**src/rtl/muldiv_pkg.sv**
```systemverilog
// Shared encodings and op-class decoders for the iterative M-extension unit.
package muldiv_pkg;

    typedef enum logic [3:0] {
        OP_MUL    = 4'd0,
        OP_MULH   = 4'd1,
        OP_MULHSU = 4'd2,
        OP_MULHU  = 4'd3,
        OP_DIV    = 4'd4,
        OP_DIVU   = 4'd5,
        OP_REM    = 4'd6,
        OP_REMU   = 4'd7,
        OP_MULW   = 4'd8,
        OP_DIVW   = 4'd9,
        OP_DIVUW  = 4'd10,
        OP_REMW   = 4'd11,
        OP_REMUW  = 4'd12
    } op_e;

    typedef enum logic [1:0] {
        S_IDLE = 2'd0,
        S_CALC = 2'd1,
        S_DONE = 2'd2
    } state_e;

    localparam int WORD_ITERS = 32;

    function automatic logic is_word(input logic [3:0] op);
        return (op >= OP_MULW) && (op <= OP_REMUW);
    endfunction

    function automatic logic is_illegal(input logic [3:0] op);
        return op > OP_REMUW;
    endfunction

    function automatic logic is_div(input logic [3:0] op);
        return ((op >= OP_DIV) && (op <= OP_REMU)) || ((op >= OP_DIVW) && (op <= OP_REMUW));
    endfunction

    function automatic logic is_rem(input logic [3:0] op);
        return (op == OP_REM) || (op == OP_REMU) || (op == OP_REMW) || (op == OP_REMUW);
    endfunction

    function automatic logic is_signed_a(input logic [3:0] op);
        return (op == OP_MULH) || (op == OP_MULHSU) || (op == OP_DIV) || (op == OP_REM)
            || (op == OP_DIVW) || (op == OP_REMW);
    endfunction

    function automatic logic is_signed_b(input logic [3:0] op);
        return (op == OP_MULH) || (op == OP_DIV) || (op == OP_REM)
            || (op == OP_DIVW) || (op == OP_REMW);
    endfunction

endpackage

```
**src/rtl/muldiv_prep.sv**
```systemverilog
// Operand preparation shared by multiply and divide: extension, magnitude/sign
// split, and detection of ops whose result is known without iterating.
module muldiv_prep
    import muldiv_pkg::*;
#(
    parameter int XLEN     = 64,
    parameter bit WORD_OPS = 1
) (
    input  logic [3:0]      op,
    input  logic [XLEN-1:0] rs1,
    input  logic [XLEN-1:0] rs2,
    output logic [XLEN-1:0] mag_a,
    output logic [XLEN-1:0] mag_b,
    output logic            neg,
    output logic            special,
    output logic [XLEN-1:0] special_res
);

    localparam logic [XLEN-1:0] MOST_NEG = {1'b1, {(XLEN-1){1'b0}}};

    function automatic logic [XLEN-1:0] fit(input logic [XLEN-1:0] x, input logic word);
        logic [XLEN-1:0] r;
        if (word) r = XLEN'($signed(x[31:0]));
        else      r = x;
        return r;
    endfunction

    logic            word;
    logic            illegal;
    logic            a_neg;
    logic            b_neg;
    logic            div0;
    logic            ovf;
    logic [XLEN-1:0] a_ext;
    logic [XLEN-1:0] b_ext;

    always_comb begin
        word    = is_word(op);
        illegal = is_illegal(op) || (word && !WORD_OPS);

        a_ext = rs1;
        b_ext = rs2;
        if (word) begin
            if (is_signed_a(op)) a_ext = XLEN'($signed(rs1[31:0]));
            else                 a_ext = XLEN'(rs1[31:0]);
            if (is_signed_b(op)) b_ext = XLEN'($signed(rs2[31:0]));
            else                 b_ext = XLEN'(rs2[31:0]);
        end

        a_neg = is_signed_a(op) && a_ext[XLEN-1];
        b_neg = is_signed_b(op) && b_ext[XLEN-1];
        mag_a = a_neg ? -a_ext : a_ext;
        mag_b = b_neg ? -b_ext : b_ext;
        neg   = is_rem(op) ? a_neg : (a_neg ^ b_neg);

        div0 = (b_ext == '0);
        // Overflow is judged on the 32-bit values for word forms.
        if (word) ovf = (rs1[31:0] == 32'h8000_0000) && (rs2[31:0] == 32'hFFFF_FFFF);
        else      ovf = (rs1 == MOST_NEG) && (rs2 == '1);
        ovf = ovf && is_signed_a(op);

        special     = illegal || (is_div(op) && (div0 || ovf));
        special_res = '0;
        if (!illegal && div0)     special_res = is_rem(op) ? fit(rs1, word) : '1;
        else if (!illegal && ovf) special_res = is_rem(op) ? '0 : fit(rs1, word);
    end

endmodule

```
**src/rtl/muldiv_iter.sv**
```systemverilog
// Iterative multiply/divide unit: one product or quotient bit per clock,
// valid/ready handshakes on both sides.
module muldiv_iter
    import muldiv_pkg::*;
#(
    parameter int XLEN     = 64,
    parameter bit WORD_OPS = 1
) (
    input  logic            clk,
    input  logic            rst,
    input  logic            flush,
    input  logic            in_valid,
    output logic            in_ready,
    input  logic [3:0]      op,
    input  logic [XLEN-1:0] rs1,
    input  logic [XLEN-1:0] rs2,
    output logic            out_valid,
    input  logic            out_ready,
    output logic [XLEN-1:0] result,
    output logic            busy
);

    localparam int CW = $clog2(XLEN);

    state_e          state;
    logic [CW-1:0]   iter;
    logic [3:0]      cur_op;
    logic            cur_neg;
    logic [XLEN-1:0] acc_hi;
    logic [XLEN-1:0] acc_lo;
    logic [XLEN-1:0] opnd_b;

    logic [XLEN-1:0] mag_a;
    logic [XLEN-1:0] mag_b;
    logic            neg;
    logic            special;
    logic [XLEN-1:0] special_res;

    logic              load;
    logic [CW-1:0]     last_iter;
    logic [XLEN:0]     mul_sum;
    logic [XLEN:0]     div_shift;
    logic [XLEN-1:0]   div_diff;
    logic              div_ge;
    logic [XLEN-1:0]   nxt_hi;
    logic [XLEN-1:0]   nxt_lo;
    logic [2*XLEN-1:0] prod;
    logic [XLEN-1:0]   dv;
    logic [XLEN-1:0]   final_res;

    muldiv_prep #(
        .XLEN    (XLEN),
        .WORD_OPS(WORD_OPS)
    ) u_prep (
        .op         (op),
        .rs1        (rs1),
        .rs2        (rs2),
        .mag_a      (mag_a),
        .mag_b      (mag_b),
        .neg        (neg),
        .special    (special),
        .special_res(special_res)
    );

    assign in_ready = (state == S_IDLE);
    assign busy     = (state != S_IDLE);
    assign load     = (state == S_IDLE) && in_valid && !flush && !special;

    always_comb begin
        last_iter = is_word(cur_op) ? CW'(WORD_ITERS - 1) : CW'(XLEN - 1);

        // Multiply: add-and-shift-right; divide: shift-left-and-restore.
        mul_sum   = {1'b0, acc_hi} + (acc_lo[0] ? {1'b0, opnd_b} : '0);
        div_shift = {acc_hi, acc_lo[XLEN-1]};
        div_ge    = (div_shift >= {1'b0, opnd_b});
        div_diff  = div_shift[XLEN-1:0] - opnd_b;
        if (is_div(cur_op)) begin
            nxt_hi = div_ge ? div_diff : div_shift[XLEN-1:0];
            nxt_lo = {acc_lo[XLEN-2:0], div_ge};
        end else begin
            nxt_hi = mul_sum[XLEN:1];
            nxt_lo = {mul_sum[0], acc_lo[XLEN-1:1]};
        end

        prod = {nxt_hi, nxt_lo};
        if (cur_neg) prod = -prod;
        dv = is_rem(cur_op) ? nxt_hi : nxt_lo;
        if (cur_neg) dv = -dv;

        // A 32-iteration word multiply leaves its low product bits at the top of acc_lo.
        if (is_div(cur_op)) begin
            if (is_word(cur_op)) final_res = XLEN'($signed(dv[31:0]));
            else                 final_res = dv;
        end else if (is_word(cur_op)) begin
            final_res = XLEN'($signed(nxt_lo[XLEN-1 -: 32]));
        end else if (cur_op == OP_MUL) begin
            final_res = prod[XLEN-1:0];
        end else begin
            final_res = prod[2*XLEN-1:XLEN];
        end
    end

    always_ff @(posedge clk) begin
        if (load) begin
            cur_op  <= op;
            cur_neg <= neg;
            acc_hi  <= '0;
            if (is_div(op)) begin
                acc_lo <= is_word(op) ? (mag_a << (XLEN - WORD_ITERS)) : mag_a;
                opnd_b <= mag_b;
            end else begin
                acc_lo <= mag_b;
                opnd_b <= mag_a;
            end
        end else if (state == S_CALC) begin
            acc_hi <= nxt_hi;
            acc_lo <= nxt_lo;
        end
    end

    always_ff @(posedge clk) begin
        if (rst) begin
            state     <= S_IDLE;
            iter      <= '0;
            out_valid <= 1'b0;
            result    <= '0;
        end else if (flush) begin
            state     <= S_IDLE;
            out_valid <= 1'b0;
        end else begin
            case (state)
                S_IDLE: begin
                    if (in_valid) begin
                        iter <= '0;
                        if (special) begin
                            result    <= special_res;
                            out_valid <= 1'b1;
                            state     <= S_DONE;
                        end else begin
                            state <= S_CALC;
                        end
                    end
                end
                S_CALC: begin
                    if (iter == last_iter) begin
                        result    <= final_res;
                        out_valid <= 1'b1;
                        state     <= S_DONE;
                    end else begin
                        iter <= iter + CW'(1);
                    end
                end
                S_DONE: begin
                    if (out_ready) begin
                        out_valid <= 1'b0;
                        state     <= S_IDLE;
                    end
                end
                default: state <= S_IDLE;
            endcase
        end
    end

endmodule

```
**config.mk**
```make
export PLATFORM = sky130hd
export DESIGN_NAME = muldiv_iter
export DESIGN_NICKNAME = d
export VERILOG_FILES = /design/src/rtl/muldiv_pkg.sv /design/src/rtl/muldiv_prep.sv /design/src/rtl/muldiv_iter.sv
export SDC_FILE = /design/constraint.sdc
export NUM_CORES = 2
export LEC_CHECK = 0
export ABC_CLOCK_PERIOD_IN_PS = 7400
export CORE_MARGIN = 3
export CORE_UTILIZATION = 40
export CTS_BUF_LIST = sky130_fd_sc_hd__clkbuf_4
export CTS_CLUSTER_SIZE = 25
export DETAILED_ROUTE_END_ITERATION = 6
export GPL_TIMING_DRIVEN = 1
export PLACE_DENSITY = 0.69
export SLEW_MARGIN = 20
export SYNTH_ARGS = -nofsm -noshare
export SYNTH_HDL_FRONTEND = slang
export SYNTH_SLANG_ARGS = --single-unit
export TNS_END_PERCENT = 1
```
**constraint.sdc**
```tcl
create_clock -name clk -period 7.4 [get_ports clk]
set_input_delay 1.85 -clock clk [delete_from_list [all_inputs] [get_ports clk]]
set_output_delay 1.85 -clock clk [all_outputs]
set_load 0.02 [all_outputs]
```
### Yosys cells after proc, flatten, opt, wreduce, memory -nomap -nowiden

Index checks and enable logic that the tools add are counted.

| operators by class | value |
|---|---|
| bitwise operators | 2 |
| $lt $le $gt $ge | 12 |
| equality and inequality tests | 24 |
| reduce and logical (&&, ||, !) cells | 51 |
| add/sub/neg operators | 7 |
| mux-type cells | 47 |

Operators by type and width:

| cell | number |
|---|---|
| $mux W64 | 29 |
| $neg A64 Y64 | 3 |
| $eq A64 B64 Y1 const B | 2 |
| $mux W128 | 1 |
| $neg A128 Y128 | 1 |
| $pmux W64 S2 | 1 |
| $add A64 B64 Y65 | 1 |
| $ge A65 B64 Y1 | 1 |
| $eq A32 B32 Y1 const B | 2 |
| $logic_not A64 Y1 | 1 |
| $sub A64 B64 Y64 | 1 |
| $eq A4 B3 Y1 const B | 5 |
| $eq A4 B4 Y1 const B | 5 |
| $logic_or A1 B1 Y1 | 19 |
| $mux W6 | 3 |
| $logic_and A1 B1 Y1 | 17 |
| $ge A4 B4 Y1 const B | 4 |
| $pmux W6 S2 | 1 |
| $reduce_and A5 Y1 | 2 |
| $ge A4 B3 Y1 const B | 2 |
| $le A4 B3 Y1 const B | 2 |
| $le A4 B4 Y1 const B | 2 |
| $mux W2 | 4 |
| $add A6 B1 Y6 const B | 1 |
| other kinds (21) | 33 |

| word-level totals | value |
|---|---|
| output and inout port bits | 67 |
| input port bits | 137 |
| bits in registers | 270 |
| logic and storage cells | 152 |

### Logic depth before layout (Yosys ltp)

| depth | value |
|---|---|
| depth after elaboration | 14 |
| mapped depth | 24 |
| depth with buffers taken out | 21 |

### Hierarchy

Synthesis repeated with hierarchy kept, for this count alone.

| unflattened totals | value |
|---|---|
| cells, all modules | 5,229 |
| area, all modules | 37,065.5 um^2 |

By module, submodules not included:

| module | seq. area each (um^2) | area each (um^2) | instances | cells an instance |
|---|---|---|---|---|
| muldiv_iter | 6,736.5 | 32,064.5 | 1 | 4,391 |
| muldiv_prep | 0.0 | 5,001.0 | 1 | 838 |

### Least setup slack after synthesis

No wires, ideal clock.

| path | value |
|---|---|
| path kind | input -> register |
| start point | input port rs2[2] |
| end point | register acc_lo[0], enable pin |
| library setup time | 0.688 ns |
| slack | 0.644 ns |
| arrival time | 6.068 ns |
| data required time | 6.712 ns |
| stages on the path | 15 |
| path buffers | 5 |
| path through | nor4_1 -> and3_1 -> clkbuf_1 -> nand2_1 -> nor3_1 -> and3_1 -> and3_1 -> clkbuf_1 -> o21ai_1 -> a21oi_1 -> nand2b_1 -> clkbuf_1 -> clkbuf_1 -> buf_1 -> nand2_1 |

| on the way | value |
|---|---|
| longest elaborated chain between the ends | 10 |
| elaborated cells between the ends (all ways) | 15 |
| those cells by class | 2 x eq/ne; 3 x mux; 10 x reduce/logical |

RTL lines:

| what | RTL line | text |
|---|---|---|
| start, declared | muldiv_iter.sv:16 | `input logic [XLEN-1:0] rs2,` |
| $eq A64 B64 Y1 or $eq A32 B32 Y1 (tied branches) | muldiv_prep.sv:59, muldiv_prep.sv:58 |  |
| $logic_and A1 B1 Y1, on equally long branches | muldiv_prep.sv:59, muldiv_prep.sv:58 |  |
| $mux W1 | muldiv_prep.sv:58 | `if (word) ovf = (rs1[31:0] == 32'h8000_0000) && (rs2[31:0] == 32'hFFFF_FFFF);` |
| $logic_and A1 B1 Y1 | muldiv_prep.sv:60 | `ovf = ovf && is_signed_a(op);` |
| $logic_or A1 B1 Y1 (*) | muldiv_prep.sv:62 | `special = illegal \|\| (is_div(op) && (div0 \|\| ovf));` |
| $logic_and A1 B1 Y1 (*) | muldiv_prep.sv:62 |  |
| $logic_or A1 B1 Y1 (*) | muldiv_prep.sv:62 |  |
| $logic_not A1 Y1 (*) | muldiv_iter.sv:67 | `assign load = (state == S_IDLE) && in_valid && !flush && !special;` |
| $logic_and A1 B1 Y1 (*) | muldiv_iter.sv:67 |  |
| $reduce_bool A2 Y1 (no source line) (*) | -- |  |
| end signal, assigned | muldiv_iter.sv:109 | `acc_lo <= is_word(op) ? (mag_a << (XLEN - WORD_ITERS)) : mag_a;` |
| end signal, assigned | muldiv_iter.sv:112 | `acc_lo <= mag_b;` |
| end signal, assigned | muldiv_iter.sv:117 | `acc_lo <= nxt_lo;` |
| end, declared | muldiv_iter.sv:30 | `logic [XLEN-1:0] acc_lo;` |

Every way passes the cells marked *; elsewhere a longest branch is shown, timed or not.
A chain may end at the register's enable or synchronous reset.

### Final worst setup path

| path | value |
|---|---|
| start point | register opnd_b[38] |
| end point | register result[47] |

| on the way | value |
|---|---|
| longest elaborated chain between the ends | 10 |
| elaborated cells between the ends (all ways) | 18 |
| those cells by class | 4 x add/sub; 1 x order compare; 13 x mux |

RTL lines:

| what | RTL line | text |
|---|---|---|
| start, declared | muldiv_iter.sv:31 | `logic [XLEN-1:0] opnd_b;` |
| start signal, assigned | muldiv_iter.sv:110 | `opnd_b <= mag_b;` |
| start signal, assigned | muldiv_iter.sv:113 | `opnd_b <= mag_a;` |
| $mux W64 (tied with other cells) | muldiv_iter.sv:73 | `mul_sum = {1'b0, acc_hi} + (acc_lo[0] ? {1'b0, opnd_b} : '0);` |
| $add A64 B64 Y65 or $mux W64 (tied branches) | muldiv_iter.sv:73, muldiv_iter.sv:78 |  |
| $mux W64 | muldiv_iter.sv:77 | `if (is_div(cur_op)) begin` |
| $neg A128 Y128 or $mux W64 (tied branches) | muldiv_iter.sv:86, muldiv_iter.sv:87 |  |
| $mux W128 or $neg A64 Y64 (tied branches) | muldiv_iter.sv:86, muldiv_iter.sv:88 |  |
| $mux W64, on equally long branches | muldiv_iter.sv:96, muldiv_iter.sv:88 |  |
| $mux W64, on equally long branches | muldiv_iter.sv:94, muldiv_iter.sv:92 |  |
| $mux W64 (*) | muldiv_iter.sv:91 | `if (is_div(cur_op)) begin` |
| $mux W64 (*) | muldiv_iter.sv:145 | `if (iter == last_iter) begin` |
| $pmux W64 S2 (*) | muldiv_iter.sv:131 | `case (state)` |
| end signal, assigned | muldiv_iter.sv:136 | `result <= special_res;` |
| end signal, assigned | muldiv_iter.sv:146 | `result <= final_res;` |
| end, declared | muldiv_iter.sv:19 | `output logic [XLEN-1:0] result,` |

Every way passes the cells marked *; elsewhere a longest branch is shown, timed or not. The select of a mux whose other input is x is not followed.

==> impl_metrics.py <==
metrics = {
    "route": {
        "vias": 45836,
        "drcViolationCount": 0,
        "drt_pass1_iterations": 7,
        "wl_met3_um": 27900,
        "top_layer": "met5",
        "wl_met1_um": 77900,
        "dr_wl_met2_um": 82100,
        "wire_per_inst_um": 30.0,
        "drt_wl_total_um": 203000,
        "viasPerCell": 6.77,
        "antenna_left": 0,
        "drtIter0Drc": 7046,
    },
    "place": {
        "gp_congestion": 1.09,
        "io_buffers": 203,
        "place_area_um2": 41000,
        "dp_hpwl_um": 162000,
        "place_ws_ns": 0.359,
    },
    "global_routing": {
        "grt-ovfl-total": 0,
        "grt_pass1_wl_um": 287000,
        "track_usage": 0.413,
        "grt_pass1_vias": 40752,
        "antenna_found_initial": 13,
        "grt_max_degree": 177,
    },
    "floorplan": {
        "fp.dieArea_um2": 93500,
        "initial_utilization": 0.405,
        "die_y_um": 306,
        "die_w_um": 306,
        "coreArea_um2": 88800,
        "rows": 109,
        "ios": 204,
    },
    "clock_tree": {
        "cts_setup_buffers": 0,
        "cts.sinks": 270,
        "cts_buffer_depth": 3,
        "numCtsBuffers": 82,
        "htreeDepth": 3,
        "path_clk_slew_ns": 0.07,
        "cts_hold_buf": 0,
        "post_cts_resized": 0,
        "clkLatencyLatePin_ns": 0.92,
        "tritoncts": "done",
        "root_buffer": "clkbuf_4",
    },
    "final_layout": {
        "drive_gt1_frac": 0.111,
        "fill_cells": 9221,
        "finish.instance_area_um2": 42100,
        "seq_area_um2": 6740,
        "final_core_util": 0.475,
        "syn2layout_area_growth_pct": 17.2,
        "multi_input_area_um2": 27500,
        "nNetsFinal": 5793,
    },
    "timing": {
        "clock_skew_ns": 0.101,
        "tightest_slew_ns": 1.23,
        "clock.fmax_ghz": 0.147,
        "fin_setup_tns_ns": 0,
        "slew_violations": 0,
        "fin_crit_sh": 0.918,
        "rsz0062_at_grt": "false",
        "slew_headroom": 0.176,
        "report.final.setup_viol": 0,
        "period_minus_slack_ns": 6.79,
        "fin_ws_ns": 0.610,
        "finalHoldViolations": 0,
    },
    "logic_synthesis": {
        "yosysSeqAreaShare": 0.187,
        "synth.area.top_cells": "edfxtp_1 (11%), a21oi_1 (7.9%), dfxtp_1 (7.6%)",
        "syn_area_per_cell_um2": 6.88,
        "synthCells": 5223,
        "synth_warnings": 0,
        "synth_fp_nets": 5496,
        "synthesis.area_um2": 36000,
        "yosysTopAreaCell": "edfxtp_1",
        "ys_ff_latch": 270,
        "async_flop_share": 0,
        "synth_cell_type_count": 105,
        "ys.flop_type": "dfxtp_1",
        "yosys.area.top_type_share": 0.111,
        "synth.top_cells.by_count": "a21oi_1 (567), nand2_1 (567), nor2_1 (566), o21ai_0 (434), clkbuf_1 (253)",
        "synth_edf_count": 133,
    },
    "critical_path": {
        "r2r_setup_slack_ns": 0.61,
        "ff2ff_path_depth": 23,
        "crit_arrival_ns": 7.64,
        "worstPathMaxFanout": 9,
        "crit_buf_inv": 6,
        "slowest_stage": "a211oi_1",
        "critPathTopFamily": "compound AO/OA/AOI/OAI gates",
        "cp.depth": 23,
        "end_kind": "flop",
        "criticalPathCategory": "flop to flop",
        "crit_chain": "inv_1 -> ha_1 -> a21oi_1 -> o21a_1 -> o21ai_1 -> a211oi_1 -> nand3_1 -> or3_1 -> o211ai_1 -> a31oi_1 -> nor4_1 -> buf_4 -> o2111ai_1 -> buf_4 -> nor4_1 -> buf_4 -> buf_4 -> nor2_1 -> xnor2_1 -> a21oi_1 -> a2111oi_0 -> buf_4 -> o221a_2",
        "cpPeakStageDelay_ns": 0.76,
        "critPathRequiredTime_ns": 8.25,
        "cpMostUsedCell": "buf_4",
        "start_kind": "flop",
    },
    "power_and_ir_drop": {
        "ir_worst_vdd_mv": 0.108,
        "p_leak_uw": 0.0158,
        "power_density_nw_per_um2": 240,
    },
    "worst_hold_path": {
        "hold_path.class": "flop to flop",
        "hold-path-cell-count": 2,
    },
    "flow_run": {
        "cap_violations": 0,
    },
    "status": {
        "outcome": "completed",
    },
}
sequential cells by signal (all words and copies together) (netlist names):
name	flops
out_valid	1
state	2
result	64
cur_op	4
opnd_b	64
acc_hi	64
iter	6
cur_neg	1
acc_lo	64
worst register-to-register path, stage by stage, from the launching register on:
cell	delay [ns]
edfxtp_1	0.44
inv_1	0.07
ha_1	0.40
a21oi_1	0.31
o21a_1	0.19
o21ai_1	0.18
a211oi_1	0.76
nand3_1	0.63
or3_1	0.53
o211ai_1	0.24
a31oi_1	0.33
nor4_1	0.38
buf_4	0.21
o2111ai_1	0.09
buf_4	0.21
nor4_1	0.30
buf_4	0.19
buf_4	0.11
nor2_1	0.04
xnor2_1	0.22
a21oi_1	0.09
a2111oi_0	0.47
buf_4	0.22
o221a_2	0.17
layout make-up:
type                    instances  area share
clock inverters                35     0.00425
inverters                     122      0.0110
flip-flops and latches        270       0.160
clock buffers                 119      0.0212
well taps                    1165      0.0346
diodes                         11    0.000653
multi-input cells            4474       0.652
repair buffers                570       0.117
stage by stage:
step	cells	power, uW	hold slack, ns
after floorplan	5223	5550	0.461
after global routing	6758	10500	0.511
after global placement	6601	8170	0.480
after detailed placement	6601	8170	0.480
after CTS	6755	9770	0.489
final	6766	10100	0.496
layer usage:
layer / vias up / GRT usage
met4: 2 / 0.249
li1: 20272 / -
met1: 21574 / 0.548
met3: 540 / 0.110
met5: - / 0
met2: 3448 / 0.597
path summary, 6_finish.rpt:
check                                  end  startpoint
worst min register to register  result[21]  result[21]
worst max-delay path            result[47]  opnd_b[38]
worst max register to register  result[47]  opnd_b[38]
worst min-delay path            result[21]  result[21]
report_power, final:
| group | internal [uW] | total [uW] | switching [uW] | leakage [uW] |
|---|---|---|---|---|
| registers | 1770 | 2040 | 270 | 0.00236 |
| clock network | 782 | 1580 | 802 | 0.000653 |
| logic | 2210 | 6500 | 4290 | 0.0128 |
cells in the final DEF (no fill, tap or decap), types with 121 or more instances in the layout:
cell / n
buf_4: 356
nand3_1: 126
dfxtp_1: 137
nor2_1: 563
a211oi_1: 121
o21ai_0: 433
edfxtp_1: 133
nor3_1: 206
a21oi_1: 566
xnor2_1: 182
clkdlybuf4s50_1: 203
mux2i_1: 125
ha_1: 134
nand2_1: 564
cells by family (layout without fill, tap and decap cells):
logic type | Yosys count | after routing | synth area share
muxes | 140 | 140 | 0.0395
AOI/OAI and AO/OA | 1856 | 1856 | 0.328
and+or+nand+nor | 2037 | 2037 | 0.270
other | 0 | 11 | 0
DFF | 270 | 270 | 0.187
buffers and inverters | 479 | 846 | 0.0527
adders and majority gates | 136 | 136 | 0.0477
xor gates and xnor gates | 305 | 305 | 0.0743
(Power assumes the default switching activity.)
